<file path="config.mk">
export PLATFORM = sky130hd
export DESIGN_NAME = uart_tx_channel_scheduler
export DESIGN_NICKNAME = d
export VERILOG_FILES = /design/src/rtl/uart_tx_channel_scheduler.sv
export SDC_FILE = /design/constraint.sdc
export NUM_CORES = 1
export LEC_CHECK = 0
export CAP_MARGIN = 20
export CORE_UTILIZATION = 35
export CTS_CLUSTER_SIZE = 24
export DETAILED_ROUTE_END_ITERATION = 7
export PLACE_DENSITY = 0.64
export SETUP_SLACK_MARGIN = 0.15
export SLEW_MARGIN = 25
export SYNTH_ARGS = -nofsm -noshare
export SYNTH_HDL_FRONTEND = slang
export SYNTH_SLANG_ARGS = --single-unit
export TNS_END_PERCENT = 50
</file>
<file path="constraint.sdc">
create_clock -name clk -period 2.8 [get_ports clk]
set_clock_uncertainty 0.1 [all_clocks]
set_input_delay 0.42 -clock clk [delete_from_list [all_inputs] [get_ports clk]]
set_output_delay 0.42 -clock clk [all_outputs]
set_load 0.01 [all_outputs]
</file>
<file path="src/rtl/uart_tx_channel_scheduler.sv">
//==============================================================================
// uart_tx_channel_scheduler
//   Round-robin, burst-capped sharing of one 8N1 UART TX line among NUM_CH
//   byte sources.
// Revision: 1.0
//==============================================================================
`timescale 1ns/1ps
`default_nettype none

module uart_tx_channel_scheduler #(
  parameter int NUM_CH       = 4,
  parameter int CLKS_PER_BIT = 16,
  parameter int MAX_BURST    = 4
) (
  input  logic                      clk,
  input  logic                      reset,
  input  logic [NUM_CH-1:0]         req_valid,
  input  logic [NUM_CH*8-1:0]       req_data,
  output logic [NUM_CH-1:0]         req_ready,
  output logic                      uart_tx,
  output logic                      grant_active,
  output logic [$clog2(NUM_CH)-1:0] grant_ch,
  output logic                      frame_done,
  output logic                      busy
);

  localparam int CH_W   = $clog2(NUM_CH);
  localparam int BAUD_W = $clog2(CLKS_PER_BIT);

  localparam logic [BAUD_W-1:0] C_BAUD_LAST = BAUD_W'(CLKS_PER_BIT - 1);
  localparam logic [3:0]        C_MAX_BURST = 4'(MAX_BURST);
  localparam logic [CH_W-1:0]   C_LAST_CH   = CH_W'(NUM_CH - 1);

  typedef enum logic [1:0] {
    S_IDLE  = 2'd0,
    S_START = 2'd1,
    S_DATA  = 2'd2,
    S_STOP  = 2'd3
  } state_e;

  state_e            state_q;
  logic [BAUD_W-1:0] baud_q;
  logic [2:0]        bit_q;
  logic [3:0]        burst_q;
  logic [7:0]        shift_q;
  logic [CH_W-1:0]   grant_q;
  logic [CH_W-1:0]   last_q;
  logic              tx_q;

  logic [7:0]        w_bytes [NUM_CH];
  logic [CH_W-1:0]   w_pick;
  logic              w_any;
  logic              w_baud_last;
  logic              w_accept_idle;
  logic              w_accept_stop;

  for (genvar i = 0; i < NUM_CH; i++) begin : g_unpack
    assign w_bytes[i] = req_data[8*i +: 8];
  end

  // Scan from farthest to nearest so the nearest valid channel after last_q wins.
  always_comb begin
    int idx;
    idx    = 0;
    w_pick = '0;
    w_any  = 1'b0;
    for (int k = NUM_CH; k >= 1; k--) begin
      idx = int'(last_q) + k;
      if (idx >= NUM_CH) idx = idx - NUM_CH;
      if (req_valid[CH_W'(idx)]) begin
        w_pick = CH_W'(idx);
        w_any  = 1'b1;
      end
    end
  end

  assign w_baud_last   = (baud_q == C_BAUD_LAST);
  assign w_accept_idle = (state_q == S_IDLE) && w_any && !reset;
  assign w_accept_stop = (state_q == S_STOP) && w_baud_last && req_valid[grant_q] &&
                         (burst_q < C_MAX_BURST) && !reset;

  always_comb begin
    req_ready = '0;
    if (w_accept_idle)      req_ready[w_pick]  = 1'b1;
    else if (w_accept_stop) req_ready[grant_q] = 1'b1;
  end

  assign uart_tx      = tx_q;
  assign busy         = (state_q != S_IDLE);
  assign grant_active = busy || w_accept_idle;
  assign grant_ch     = w_accept_idle ? w_pick : grant_q;
  assign frame_done   = (state_q == S_STOP) && w_baud_last && !reset;

  // tx_q is loaded with the level of the state being entered, so the line
  // changes on the same edge as the state.
  always_ff @(posedge clk) begin
    if (reset) begin
      state_q <= S_IDLE;
      baud_q  <= '0;
      bit_q   <= '0;
      burst_q <= '0;
      shift_q <= '0;
      grant_q <= '0;
      last_q  <= C_LAST_CH;
      tx_q    <= 1'b1;
    end else begin
      case (state_q)
        S_IDLE: begin
          tx_q <= 1'b1;
          if (w_accept_idle) begin
            shift_q <= w_bytes[w_pick];
            grant_q <= w_pick;
            burst_q <= 4'd1;
            baud_q  <= '0;
            tx_q    <= 1'b0;
            state_q <= S_START;
          end
        end
        S_START: begin
          if (w_baud_last) begin
            baud_q  <= '0;
            bit_q   <= '0;
            tx_q    <= shift_q[0];
            state_q <= S_DATA;
          end else begin
            baud_q <= baud_q + 1'b1;
          end
        end
        S_DATA: begin
          if (w_baud_last) begin
            baud_q <= '0;
            if (bit_q == 3'd7) begin
              tx_q    <= 1'b1;
              state_q <= S_STOP;
            end else begin
              bit_q   <= bit_q + 1'b1;
              shift_q <= {1'b0, shift_q[7:1]};
              tx_q    <= shift_q[1];
            end
          end else begin
            baud_q <= baud_q + 1'b1;
          end
        end
        S_STOP: begin
          if (w_baud_last) begin
            baud_q <= '0;
            if (w_accept_stop) begin
              shift_q <= w_bytes[grant_q];
              burst_q <= burst_q + 1'b1;
              tx_q    <= 1'b0;
              state_q <= S_START;
            end else begin
              last_q  <= grant_q;
              state_q <= S_IDLE;
            end
          end else begin
            baud_q <= baud_q + 1'b1;
          end
        end
        default: state_q <= S_IDLE;
      endcase
    end
  end

endmodule

`default_nettype wire

</file>
### After elaboration in Yosys (flattened, before gate mapping)

Cells that the tools add are included.

* bits in registers: 26
* input bits: 38
* output and inout port bits: 10
* word-level logic and storage cells: 142

* add/sub/neg operators: 11
* $lt $le $gt $ge: 15
* equality and inequality tests: 12
* muxes and demuxes: 70
* bitwise gates (word level): 3
* reduce and logical (&&, ||, !) cells: 23

Operator list (count)
* 2-to-1 mux 8 bit: 9
* binary-select mux 8 bit (select 2 bit): 2
* 2-to-1 mux 2 bit: 14
* 2-to-1 mux 4 bit: 7
* one-hot mux 8 bit (3 select lines): 1
* 2-to-1 mux 1 bit: 22
* < comparator 2 x 4 -> 1 bit (second input constant): 4
* one-hot mux 4 bit (2 select lines): 2
* >= comparator 3 bit (second input constant): 5
* inequality test 2 bit (second input constant): 7
* AND reduction 4 bit: 3
* binary-select mux 1 bit (select 2 bit): 5
* logical AND 1 bit: 9
* 2-to-1 mux 3 bit: 3
* adder 4 x 1 -> 4 bit (second input constant): 2
* one-hot mux 2 bit (4 select lines): 1
* subtractor 2 x 1 -> 2 bit (second input constant): 4
* adder 2 x 2 -> 3 bit (second input constant): 2
* < comparator 2 x 3 -> 1 bit (second input constant): 2
* inverter 2 -> 3 bit: 2
* one-hot mux 3 bit (2 select lines): 1
* AND reduction 6 bit: 1
* nonzero test 2 bit: 3
* AND reduction 5 bit: 1
* 19 further kinds: 22

### Longest topological paths before layout

Gate-level depths: netlist of the first run.

* depth in word-level cells: 16
* mapped depth: 8

### Worst setup path before layout of the first run

No wires, ideal clock.

* kind: input to output
* from: input req_valid[0]
* to: output req_ready[0]
* arrival time: 1.706 ns
* required time: 2.280 ns
* setup slack: 0.574 ns
* stages on the path: 5
* path buffers: 1
* cell sequence: nor4_1 nand2b_1 clkbuf_1 nor2_1 o41ai_1

* word-level cells in the longest chain between the ends: 12
* elaborated cells between the ends (all ways): 34

Ends and longest elaborated chain
* start, declared: RTL line 17 `input logic [NUM_CH-1:0] req_valid,`
* binary-select mux 1 bit (select 2 bit): RTL line 70 `if (req_valid[CH_W'(idx)]) begin`
* 2-to-1 mux 1 bit (not written as such) (2 in series): RTL line 70
* 2-to-1 mux 2 bit (4 in series): RTL line 70
* < comparator 2 x 3 -> 1 bit (not written as such) / >= comparator 2 x 1 -> 1 bit (equally long branches): RTL line 84 `if (w_accept_idle) req_ready[w_pick] = 1'b1;`
* logical AND 1 bit (not written as such): RTL line 84
* 2-to-1 mux 1 bit (not written as such): RTL line 84
* demux 1 bit (select 2 bit): RTL line 84
* 2-to-1 mux 4 bit *: RTL line 84
* end, declared: RTL line 19 `output logic [NUM_CH-1:0] req_ready,`

Every way passes the cells marked *; elsewhere a longest branch is shown, timed or not. The select of a mux whose other input is x is not followed.

### Final worst setup path of the first run

* from: input req_valid[0]
* to: output req_ready[1]

Same word-level chain as after synthesis.

==> results of run 1 <==
[power by group through the flow]
| stage | sequential [mW] | clock [mW] | combinational [mW] |
|---|---|---|---|
| after CTS | 0.509 | 0.226 | 1.09 |
| after global placement | 0.517 | 0 | 1.05 |
| after global routing | 0.524 | 0.236 | 1.20 |
| after floorplan | 0.502 | 0 | 0.688 |
| after detailed placement | 0.516 | 0 | 1.06 |
| final | 0.511 | 0.215 | 1.09 |
[stage by stage]
step | cells | TNS [ps]
2_1_floorplan | 226 | 0
3_3_place_gp | 356 | -1390
3_5_place_dp | 356 | -1640
4_1_cts | 359 | 0
5_1_grt | 359 | 0
6_report | 359 | 0
[layout make-up]
class	instances	area (sq um)	share of cell area
clock buffer	3	41.3	0.0146
timing repair buffer	74	672	0.237
multi-input combinational	176	1480	0.522
sequential	26	522	0.184
tap	72	90.1	0.0318
inverter	8	30.0	0.0106
[per-layer routing]
layer	part of all wire	global-route usage	up-vias
li1	-	-	997
met4	0.0040	0.0370	0
met2	0.48	0.328	50
met5	0	0	-
met3	0.041	0.0233	2
met1	0.47	0.237	955
[critical path: cells and delay by family]
kind,cells,cell delay (ps)
muxes,1,470
AOI/OAI and AO/OA,1,60
and+or+nand+nor,2,330
buffers and inverters,4,840
[registers in the layout, indices dropped and copies added (netlist names)]
name,flops
grant_q,2
bit_q,3
state_q,2
baud_q,4
uart_tx,1
burst_q,4
shift_q,8
last_q,2
[kinds of logic (layout without fill, tap and decap cells)]
group | count (synthesis) | in the layout | synth area share
AND/OR/NAND/NOR | 67 | 67 | 0.160
AO/OA/AOI/OAI | 69 | 69 | 0.257
buffers and inverters | 24 | 85 | 0.0524
flip-flops | 26 | 26 | 0.254
adder cells (fa/ha/maj) | 9 | 9 | 0.0548
multiplexers | 31 | 31 | 0.222
[Yosys cell counts (2+ instances only)]
library cell                n
sky130_fd_sc_hd__o21ai_0   12
sky130_fd_sc_hd__a21o_1     2
sky130_fd_sc_hd__nand2b_1   3
sky130_fd_sc_hd__o21a_1     2
sky130_fd_sc_hd__clkbuf_1   9
sky130_fd_sc_hd__clkbuf_2   2
sky130_fd_sc_hd__inv_1      7
sky130_fd_sc_hd__a22oi_1    4
sky130_fd_sc_hd__a31oi_1    8
sky130_fd_sc_hd__mux4_2     6
sky130_fd_sc_hd__dfxtp_1   26
sky130_fd_sc_hd__ha_1       9
sky130_fd_sc_hd__mux4_1     3
sky130_fd_sc_hd__mux2i_1    4
sky130_fd_sc_hd__a211oi_1   3
sky130_fd_sc_hd__buf_2      3
sky130_fd_sc_hd__a311oi_1   6
sky130_fd_sc_hd__a311oi_2   2
sky130_fd_sc_hd__nor4_1     2
sky130_fd_sc_hd__nand3_1    4
sky130_fd_sc_hd__nor2_1    26
sky130_fd_sc_hd__mux2_2    18
sky130_fd_sc_hd__nand2_1   18
sky130_fd_sc_hd__a211o_1    2
sky130_fd_sc_hd__a22o_1     7
sky130_fd_sc_hd__and3_1     2
sky130_fd_sc_hd__nor2b_1    3
sky130_fd_sc_hd__a21oi_1    8
sky130_fd_sc_hd__nand3b_1   2
[path summary, 6_finish.rpt]
kind | to | slack (ps) | cells past startpoint
setup / recovery | req_ready[1] | 140 | 8
hold / removal | burst_q[3] | 350 | 2
hold reg to reg | burst_q[3] | 350 | 2
setup reg to reg | shift_q[6] | 430 | 9
[repair_timing]
item                                    CTS  global route
pin swaps                                 1             0
resized for setup                        22             3
endpoints found under the setup margin    7             4
==> results.yml, run 1 <==
die:
  die_width_um: 78.6
  io_pins: 48
  initial_core_util: 0.368
  area_enclosed_by_the_die_boundary_sq_um: 6180
  design.core.area_sq_um: 5570
  floorplan.die.height_um: 78.6
  placement_rows: 27
logic_synthesis:
  synth.largest_area_cell: "sky130_fd_sc_hd__dfxtp_1"
  synth.yosys.seq_area_share: 0.254
  number_of_standard_cells_after_synthesis: 226
  yosysUniqueCellTypes: 52
  synth_edf_count: 0
  synth_top_area_frac: 0.254
  postSynthNetCount: 273
  postSynthAreaPerCell_sq_um: 9.09
  yosys_warnings: 0
  synth-seq-cells: 26
  async_flop_share: 0
  synthTopCellsByArea: "sky130_fd_sc_hd__dfxtp_1 25%, sky130_fd_sc_hd__mux2_2 9.9%, sky130_fd_sc_hd__mux4_2 6.6%"
  synthesis.area_sq_um: 2050
  most_used_flip_flop_cell_after_synthesis: "sky130_fd_sc_hd__dfxtp_1"
sta:
  finalSetupViolCount: 0
  final.min_clock_period_ps: 2660
  timing_max_transition_violations_final: 0
  setup_repair_after_global_routing_missed_its_margin: "true"
  part_of_the_cycle_the_worst_path_needs: 0.949
  smallest_setup_slack_after_layout_ps: 143
  worst_hold_slack_ps: 346
  achievable-frequency_mhz: 376
  worst_slew_margin_rel: 0.572
  hold_viol: 0
  max_slew.worst_pin.slew_ps: 642
global_route:
  initial_antenna_violation_count: 0
  grt_first_pass_wirelength_um: 9290
  grt_max_degree: 23
  via_count_of_the_first_global_routing_pass: 2049
  globalRoute.totalOverflow: 0
  groute.usage.overall: 0.185
clocking:
  cts_inserted_buffers: 3
  tritoncts: "built"
  cts_root_buf: "sky130_fd_sc_hd__clkbuf_8"
  numClockSinks: 26
  postCtsHoldBufs: 0
  postCtsSetupBuffers: 0
  worst_skew_pair.late_latency_ps: 270
  htree_num_levels: 1
  clkSlewWorstSetupHoldPaths_ps: 80
  cts_max_path_buffers: 2
placement:
  globalplace.congestion: 0.842
  dp_hpwl_um: 3960
  place_area_sq_um: 2760
  io_buffers: 47
  place_ws_ps: -389
final_layout:
  fraction_of_final_layout_cells_sized_beyond_drive_strength_1: 0.240
  layout.filler_cells: 549
  num_antenna_cells: 0
  layout.cell_area.non_filler_sq_um: 2830
  final_util: 0.508
  syn_to_final_growth_pct: 38.0
  final_nets: 336
  final_common_cell: "sky130_fd_sc_hd__clkdlybuf4s50_1"
  mostFrequentLayoutCells: "36 x sky130_fd_sc_hd__clkdlybuf4s50_1, 25 x sky130_fd_sc_hd__nor2_1, 25 x sky130_fd_sc_hd__dfxtp_1, 25 x sky130_fd_sc_hd__buf_4, 18 x sky130_fd_sc_hd__mux2_2"
pwr:
  cellPowerDensity_nw_per_um2: 640
  power.total_mw: 1.81
  power.share.clock: 0.119
  power.sequential.fraction: 0.282
  cellInternalPower_mw: 1.07
  peakVddDrop_uv: 343
  share_comb_of_total_power: 0.599
  cellLeakagePower_nw: 1.10
  switching_power_mw: 0.741
  switching_share: 0.409
critical_path:
  worstReg2RegStart: "baud_q[0]"
  worstPathMaxFanout: 3
  crit_path_max_incr_delay_ps: 470
  cp_slowest_cell: "sky130_fd_sc_hd__mux4_2"
  crit_path_start: "req_valid[0]"
  end_kind: "primary output"
  critPathLaunchType: "input port"
  cp_cell_sequence: "dlygate4sd2_1 -> buf_4 -> mux4_2 -> and4_1 -> nand2_2 -> o31ai_2 -> buf_4 -> dlygate4sd2_1"
  critical_path_arrival_ps: 2140
  worst_ep_required_ps: 2280
  path_class: "in2out"
flow_run:
  cap_viol_max_count: 0
routing:
  firstDrtPassIters: 4
  vias: 2004
  drt_drc_violations_left: 0
  drt-total-wl_um: 5470
  drtAntennaViolNets: 0
  routed_via_density: 5.58
  routed_length_per_placed_instance_um: 15.2
  drtIter0Drc: 83
min_path:
  min_path_type: "reg2reg"
  hp-start: "burst_q[3]"
run_status:
  status: "complete, no violations"
No activity file was read; power rests on OpenSTA's default activity.
==> run 2: changes to the inputs <==
--- a/config.mk
+++ b/config.mk
@@ -5,11 +5,10 @@
 export SDC_FILE = /design/constraint.sdc
 export NUM_CORES = 1
 export LEC_CHECK = 0
-export CAP_MARGIN = 20
 export CORE_UTILIZATION = 35
 export CTS_CLUSTER_SIZE = 24
 export DETAILED_ROUTE_END_ITERATION = 7
-export PLACE_DENSITY = 0.64
+export REMOVE_ABC_BUFFERS = 1
 export SETUP_SLACK_MARGIN = 0.15
 export SLEW_MARGIN = 25
 export SYNTH_ARGS = -nofsm -noshare
==> results.yml, run 2 (synthesis gave the netlist of run 1 again) <==
pwr:
  cellLeakagePower_nw: 1.14
  switching_power_mw: 0.737
  share_comb_of_total_power: 0.572
  cellInternalPower_mw: 1.20
  power.sequential.fraction: 0.263
  cellPowerDensity_nw_per_um2: 672
  peakVddDrop_uv: 428
  switching_share: 0.381
  power.share.clock: 0.165
routing:
  drtAntennaViolNets: 0
  vias: 1998
  drtIter0Drc: 61
  drt-total-wl_um: 5250
  routed_via_density: 5.46
  firstDrtPassIters: 4
  routed_length_per_placed_instance_um: 14.4
  drt_drc_violations_left: 0
die:
  initial_core_util: 0.368
  io_pins: 48
  area_enclosed_by_the_die_boundary_sq_um: 6180
  die_width_um: 78.6
  floorplan.die.height_um: 78.6
  design.core.area_sq_um: 5570
  placement_rows: 27
critical_path:
  ff_to_ff_end: "shift_q[5]"
  critical_path_arrival_ps: 2150
  crit_path_max_incr_delay_ps: 430
  path_class: "in2out"
  worst_ep_required_ps: 2280
  critPathLaunchType: "input port"
  worstPathMaxFanout: 5
  worst_r2r_path_depth: 8
  worstReg2RegStart: "baud_q[0]"
  cp_slowest_cell: "sky130_fd_sc_hd__clkdlybuf4s50_1"
  end_kind: "primary output"
  cp_cell_sequence: "clkdlybuf4s50_1 -> nor4_2 -> nand2b_4 -> nor2_1 -> buf_4 -> o31ai_1 -> clkdlybuf4s15_1"
  r2r_setup_slack_ps: 530
sta:
  max_slew.worst_pin.slew_ps: 659
  part_of_the_cycle_the_worst_path_needs: 0.952
  timing_max_transition_violations_final: 0
  setup_repair_after_global_routing_missed_its_margin: "true"
  final.min_clock_period_ps: 2670
  worst_slew_margin_rel: 0.560
  achievable-frequency_mhz: 375
  finalSetupViolCount: 0
  smallest_setup_slack_after_layout_ps: 134
  hold_viol: 0
min_path:
  min_path_type: "reg2reg"
  hp-start: "burst_q[3]"
  number_of_instances_on_the_worst_hold_path: 2
  holdPathEnd: "burst_q[3]"
final_layout:
  fin_cells: 366
  max_flop_register: "shift_q"
  largest_register_ff_count: 8
  fraction_of_final_layout_cells_sized_beyond_drive_strength_1: 0.255
  mostFrequentLayoutCells: "38 x sky130_fd_sc_hd__clkdlybuf4s50_1, 32 x sky130_fd_sc_hd__buf_4, 26 x sky130_fd_sc_hd__nor2_1, 26 x sky130_fd_sc_hd__dfxtp_1"
  num_antenna_cells: 0
  final_common_cell: "sky130_fd_sc_hd__clkdlybuf4s50_1"
  layout.filler_cells: 512
  multi_input_comb_area_sq_um: 1450
  final-seq-area_sq_um: 520
  final_nets: 342
  syn_to_final_growth_pct: 40.0
  biggestRegsByFlops: "shift_q: 8 flops, baud_q: 4 flops, burst_q: 4 flops"
placement:
  post-place-cells: 358
  dp_hpwl_um: 3940
  place_ws_ps: -277
  globalplace.congestion: 0.794
  io_buffers: 47
global_route:
  globalRoute.totalOverflow: 0
  gr_peak_layer: "met2"
  initial_antenna_violation_count: 0
  grt_max_degree: 18
  via_count_of_the_first_global_routing_pass: 1910
  grt_first_pass_wirelength_um: 8680
  groute.layer.met3.usage: 0.0174
  globalRouteMet1Util: 0.223
  groute.usage.overall: 0.174
  groute.layer.met2.usage: 0.312
run_status:
  status: "complete, no violations"
flow_run:
  cap_viol_max_count: 0
clocking:
  cts_inserted_buffers: 3
  clkSlewWorstSetupHoldPaths_ps: 90
  tritoncts: "built"
  cts_max_path_buffers: 2
  numClockSinks: 26
  htree_num_levels: 1
  worst_skew_pair.late_latency_ps: 280
  postCtsHoldBufs: 0
  cts_root_buf: "sky130_fd_sc_hd__clkbuf_8"
[run 2: cell types whose count changed in the layout (fill, tap and decap cells not counted), sizes merged]
cell / delta
dlygate4sd2: -8
buf: +7
clkbuf: +2
clkdlybuf4s50: +2
dlymetal6s2s: +2
bufinv: +1
clkdlybuf4s15: +1
[run 2: cell type report]
type | count | share of cell area
clock inverter | 1 | 0.0104
tap | 72 | 0.0313
clock buffer | 3 | 0.0144
multi-input combinational | 176 | 0.504
sequential | 26 | 0.181
timing repair buffer | 80 | 0.248
inverter | 8 | 0.0104
[run 2: worst max-delay path by stage]
stage,start,end,slack [ps]
global placement,req_valid[2],req_ready[0],-270
floorplan,req_valid[3],shift_q[3],50
detailed placement,req_valid[2],req_ready[0],-280
global route,req_valid[0],req_ready[1],70
CTS,req_valid[2],req_ready[0],120
finish,req_valid[0],req_ready[1],130
[run 2: timing repair]
action | 4_1_cts | 5_1_grt
buffers inserted | 3 | 1
endpoints found under the hold margin | 0 | 0
endpoints found under the setup margin | 6 | 6
resized for setup | 19 | 8
pin swaps | 1 | 2
[run 2: power by group through the flow]
| stage | registers [mW] | logic [mW] | clock network (mW) |
|---|---|---|---|
| after floorplan | 0.518 | 0.623 | 0 |
| after detailed placement | 0.513 | 1.06 | 0 |
| after global routing | 0.518 | 1.21 | 0.337 |
| after global placement | 0.515 | 1.05 | 0 |
| after CTS | 0.507 | 1.10 | 0.321 |
| final | 0.508 | 1.10 | 0.319 |
[run 2: worst max-delay path: cells and delay by family]
kind	cells	cell delay, ps
buf+inv	3	870
simple gates	3	640
compound gates	1	230
[run 2: metal layers]
layer / up-vias / share of wire
met5: - / 0
met4: 0 / 0.0049
met3: 4 / 0.046
met2: 59 / 0.47
met1: 927 / 0.47
li1: 1008 / -
[run 2: through the flow]
step	cell area, sq um	hold WS, ps	util	total power [mW]	setup TNS, ps
after global routing	2870	389	0.516	2.06	0
after floorplan	1980	313	-	1.14	0
after CTS	2870	352	0.514	1.92	0
after global placement	2770	329	0.497	1.57	-1120
final	2870	346	0.516	1.93	0
after detailed placement	2770	336	0.497	1.57	-1240
==> run 3: changes to the inputs <==
--- a/config.mk
+++ b/config.mk
@@ -9,7 +9,6 @@
 export CTS_CLUSTER_SIZE = 24
 export DETAILED_ROUTE_END_ITERATION = 7
 export REMOVE_ABC_BUFFERS = 1
-export SETUP_SLACK_MARGIN = 0.15
 export SLEW_MARGIN = 25
 export SYNTH_ARGS = -nofsm -noshare
 export SYNTH_HDL_FRONTEND = slang
==> results.yml, run 3 (synthesis gave the netlist of run 1 again) <==
die:
  floorplan.die.height_um: 78.6
  die_width_um: 78.6
  placement_rows: 27
  area_enclosed_by_the_die_boundary_sq_um: 6180
  io_pins: 48
  initial_core_util: 0.368
  design.core.area_sq_um: 5570
placement:
  place_ws_ps: -277
  globalplace.congestion: 0.794
  dp_hpwl_um: 3940
  place_area_sq_um: 2770
  post-place-cells: 358
  io_buffers: 47
routing:
  drtAntennaViolNets: 0
  drt_drc_violations_left: 0
  routed_via_density: 5.46
  drt-total-wl_um: 5200
  routed_length_per_placed_instance_um: 14.4
  vias: 1977
  firstDrtPassIters: 4
  drtIter0Drc: 53
clocking:
  tritoncts: "built"
  cts_inserted_buffers: 3
  cts_root_buf: "sky130_fd_sc_hd__clkbuf_8"
  clkSlewWorstSetupHoldPaths_ps: 90
  htree_num_levels: 1
  worst_skew_pair.late_latency_ps: 280
  numClockSinks: 26
  cts_max_path_buffers: 2
pwr:
  power.total_mw: 1.89
  peakVddDrop_uv: 428
  cellPowerDensity_nw_per_um2: 662
  power.share.clock: 0.169
  power.sequential.fraction: 0.269
  cellLeakagePower_nw: 1.16
  share_comb_of_total_power: 0.563
  cellInternalPower_mw: 1.16
  switching_share: 0.385
  switching_power_mw: 0.730
global_route:
  groute.usage.overall: 0.174
  initial_antenna_violation_count: 0
  grt_first_pass_wirelength_um: 8660
  via_count_of_the_first_global_routing_pass: 1904
  grt_max_degree: 18
  globalRoute.totalOverflow: 0
sta:
  worst_hold_slack_ps: 346
  hold_viol: 0
  timing_max_transition_violations_final: 0
  smallest_setup_slack_after_layout_ps: 78.2
  final.min_clock_period_ps: 2720
  part_of_the_cycle_the_worst_path_needs: 0.972
  setup_repair_after_global_routing_missed_its_margin: "true"
  worst_slew_margin_rel: 0.551
  finalSetupViolCount: 0
  achievable-frequency_mhz: 367
  fin_tns_setup_ps: 0
  max_slew.worst_pin.slew_ps: 673
critical_path:
  worstPathMaxFanout: 3
  crit_path_start: "req_valid[1]"
  end_kind: "primary output"
  cp_slowest_cell: "sky130_fd_sc_hd__mux4_2"
  critPathLaunchType: "input port"
  worst_ep_required_ps: 2280
  cp_cell_sequence: "clkdlybuf4s50_1 -> buf_4 -> mux4_2 -> and4_4 -> nand2_1 -> o21ai_0 -> dlygate4sd2_1"
  path_class: "in2out"
  worstReg2RegStart: "baud_q[0]"
  critical_path_arrival_ps: 2200
  crit_path_max_incr_delay_ps: 490
final_layout:
  layout.cell_area.non_filler_sq_um: 2860
  mostFrequentLayoutCells: "39 x sky130_fd_sc_hd__clkdlybuf4s50_1, 28 x sky130_fd_sc_hd__buf_4, 26 x sky130_fd_sc_hd__nor2_1, 26 x sky130_fd_sc_hd__dfxtp_1"
  final_util: 0.514
  biggestRegsByFlops: "shift_q: 8 flops, baud_q: 4 flops, burst_q: 4 flops"
  fraction_of_final_layout_cells_sized_beyond_drive_strength_1: 0.231
  final_common_cell: "sky130_fd_sc_hd__clkdlybuf4s50_1"
  max_flop_register: "shift_q"
  final_nets: 338
  largest_register_ff_count: 8
  layout.filler_cells: 514
  syn_to_final_growth_pct: 39.4
  num_antenna_cells: 0
  fin_cells: 362
flow_run:
  cap_viol_max_count: 0
min_path:
  min_path_type: "reg2reg"
  hp-start: "burst_q[3]"
run_status:
  status: "complete, no violations"
run 3: cell count changes in the layout (fill, tap and decap cells not counted), sizes merged:
| cell | delta |
|---|---|
| buf | -6 |
| dlymetal6s2s | +2 |
| clkbuf | -1 |
| clkdlybuf4s50 | +1 |
run 3: what timing repair did:
action	4_1_cts	5_1_grt
hold buffers	0	0
gates resized for setup	5	11
pin swaps	0	1
endpoints found under the hold margin	0	0
setup buffers	0	0
endpoints found under the setup margin	6	6
run 3: cell type report:
class	instances	area (sq um)	share of cell area
clock buffers	3	41.3	0.0144
clock inverters	1	30.0	0.0105
inverters	8	30.0	0.0105
multi-input cells	176	1450	0.506
flip-flops and latches	26	520	0.182
well taps	72	90.1	0.0315
repair buffers	76	703	0.246
run 3: per-layer routing:
metal  up-vias  track usage  wire (um)
li1        998            -          -
met1       930        0.223       2520
met2        44        0.306       2470
met3         5       0.0198        171
met4         0       0.0426         37
met5         -            0          0
run 3: power by group through the flow:
stage          Sequential [mW]  Combinational (mW)  Clock [mW]
6_report                 0.509                1.07       0.319
5_1_grt                  0.518                1.17       0.337
4_1_cts                  0.507                1.06       0.321
3_5_place_dp             0.513                1.06           0
3_3_place_gp             0.515                1.05           0
2_1_floorplan            0.518               0.623           0
run 3: worst paths after layout:
check                 endpoint  slack (ps)  cells past startpoint
hold reg to reg     burst_q[3]         350                      2
hold / removal      burst_q[3]         350                      2
setup reg to reg    shift_q[5]         480                      8
setup / recovery  req_ready[3]          80                      7
run 3: worst max-delay path, delay by kind of cell:
kind            cells  cell delay [ps]
mux                 1              490
buf+inv             3              920
simple gates        2              310
compound gates      1               70
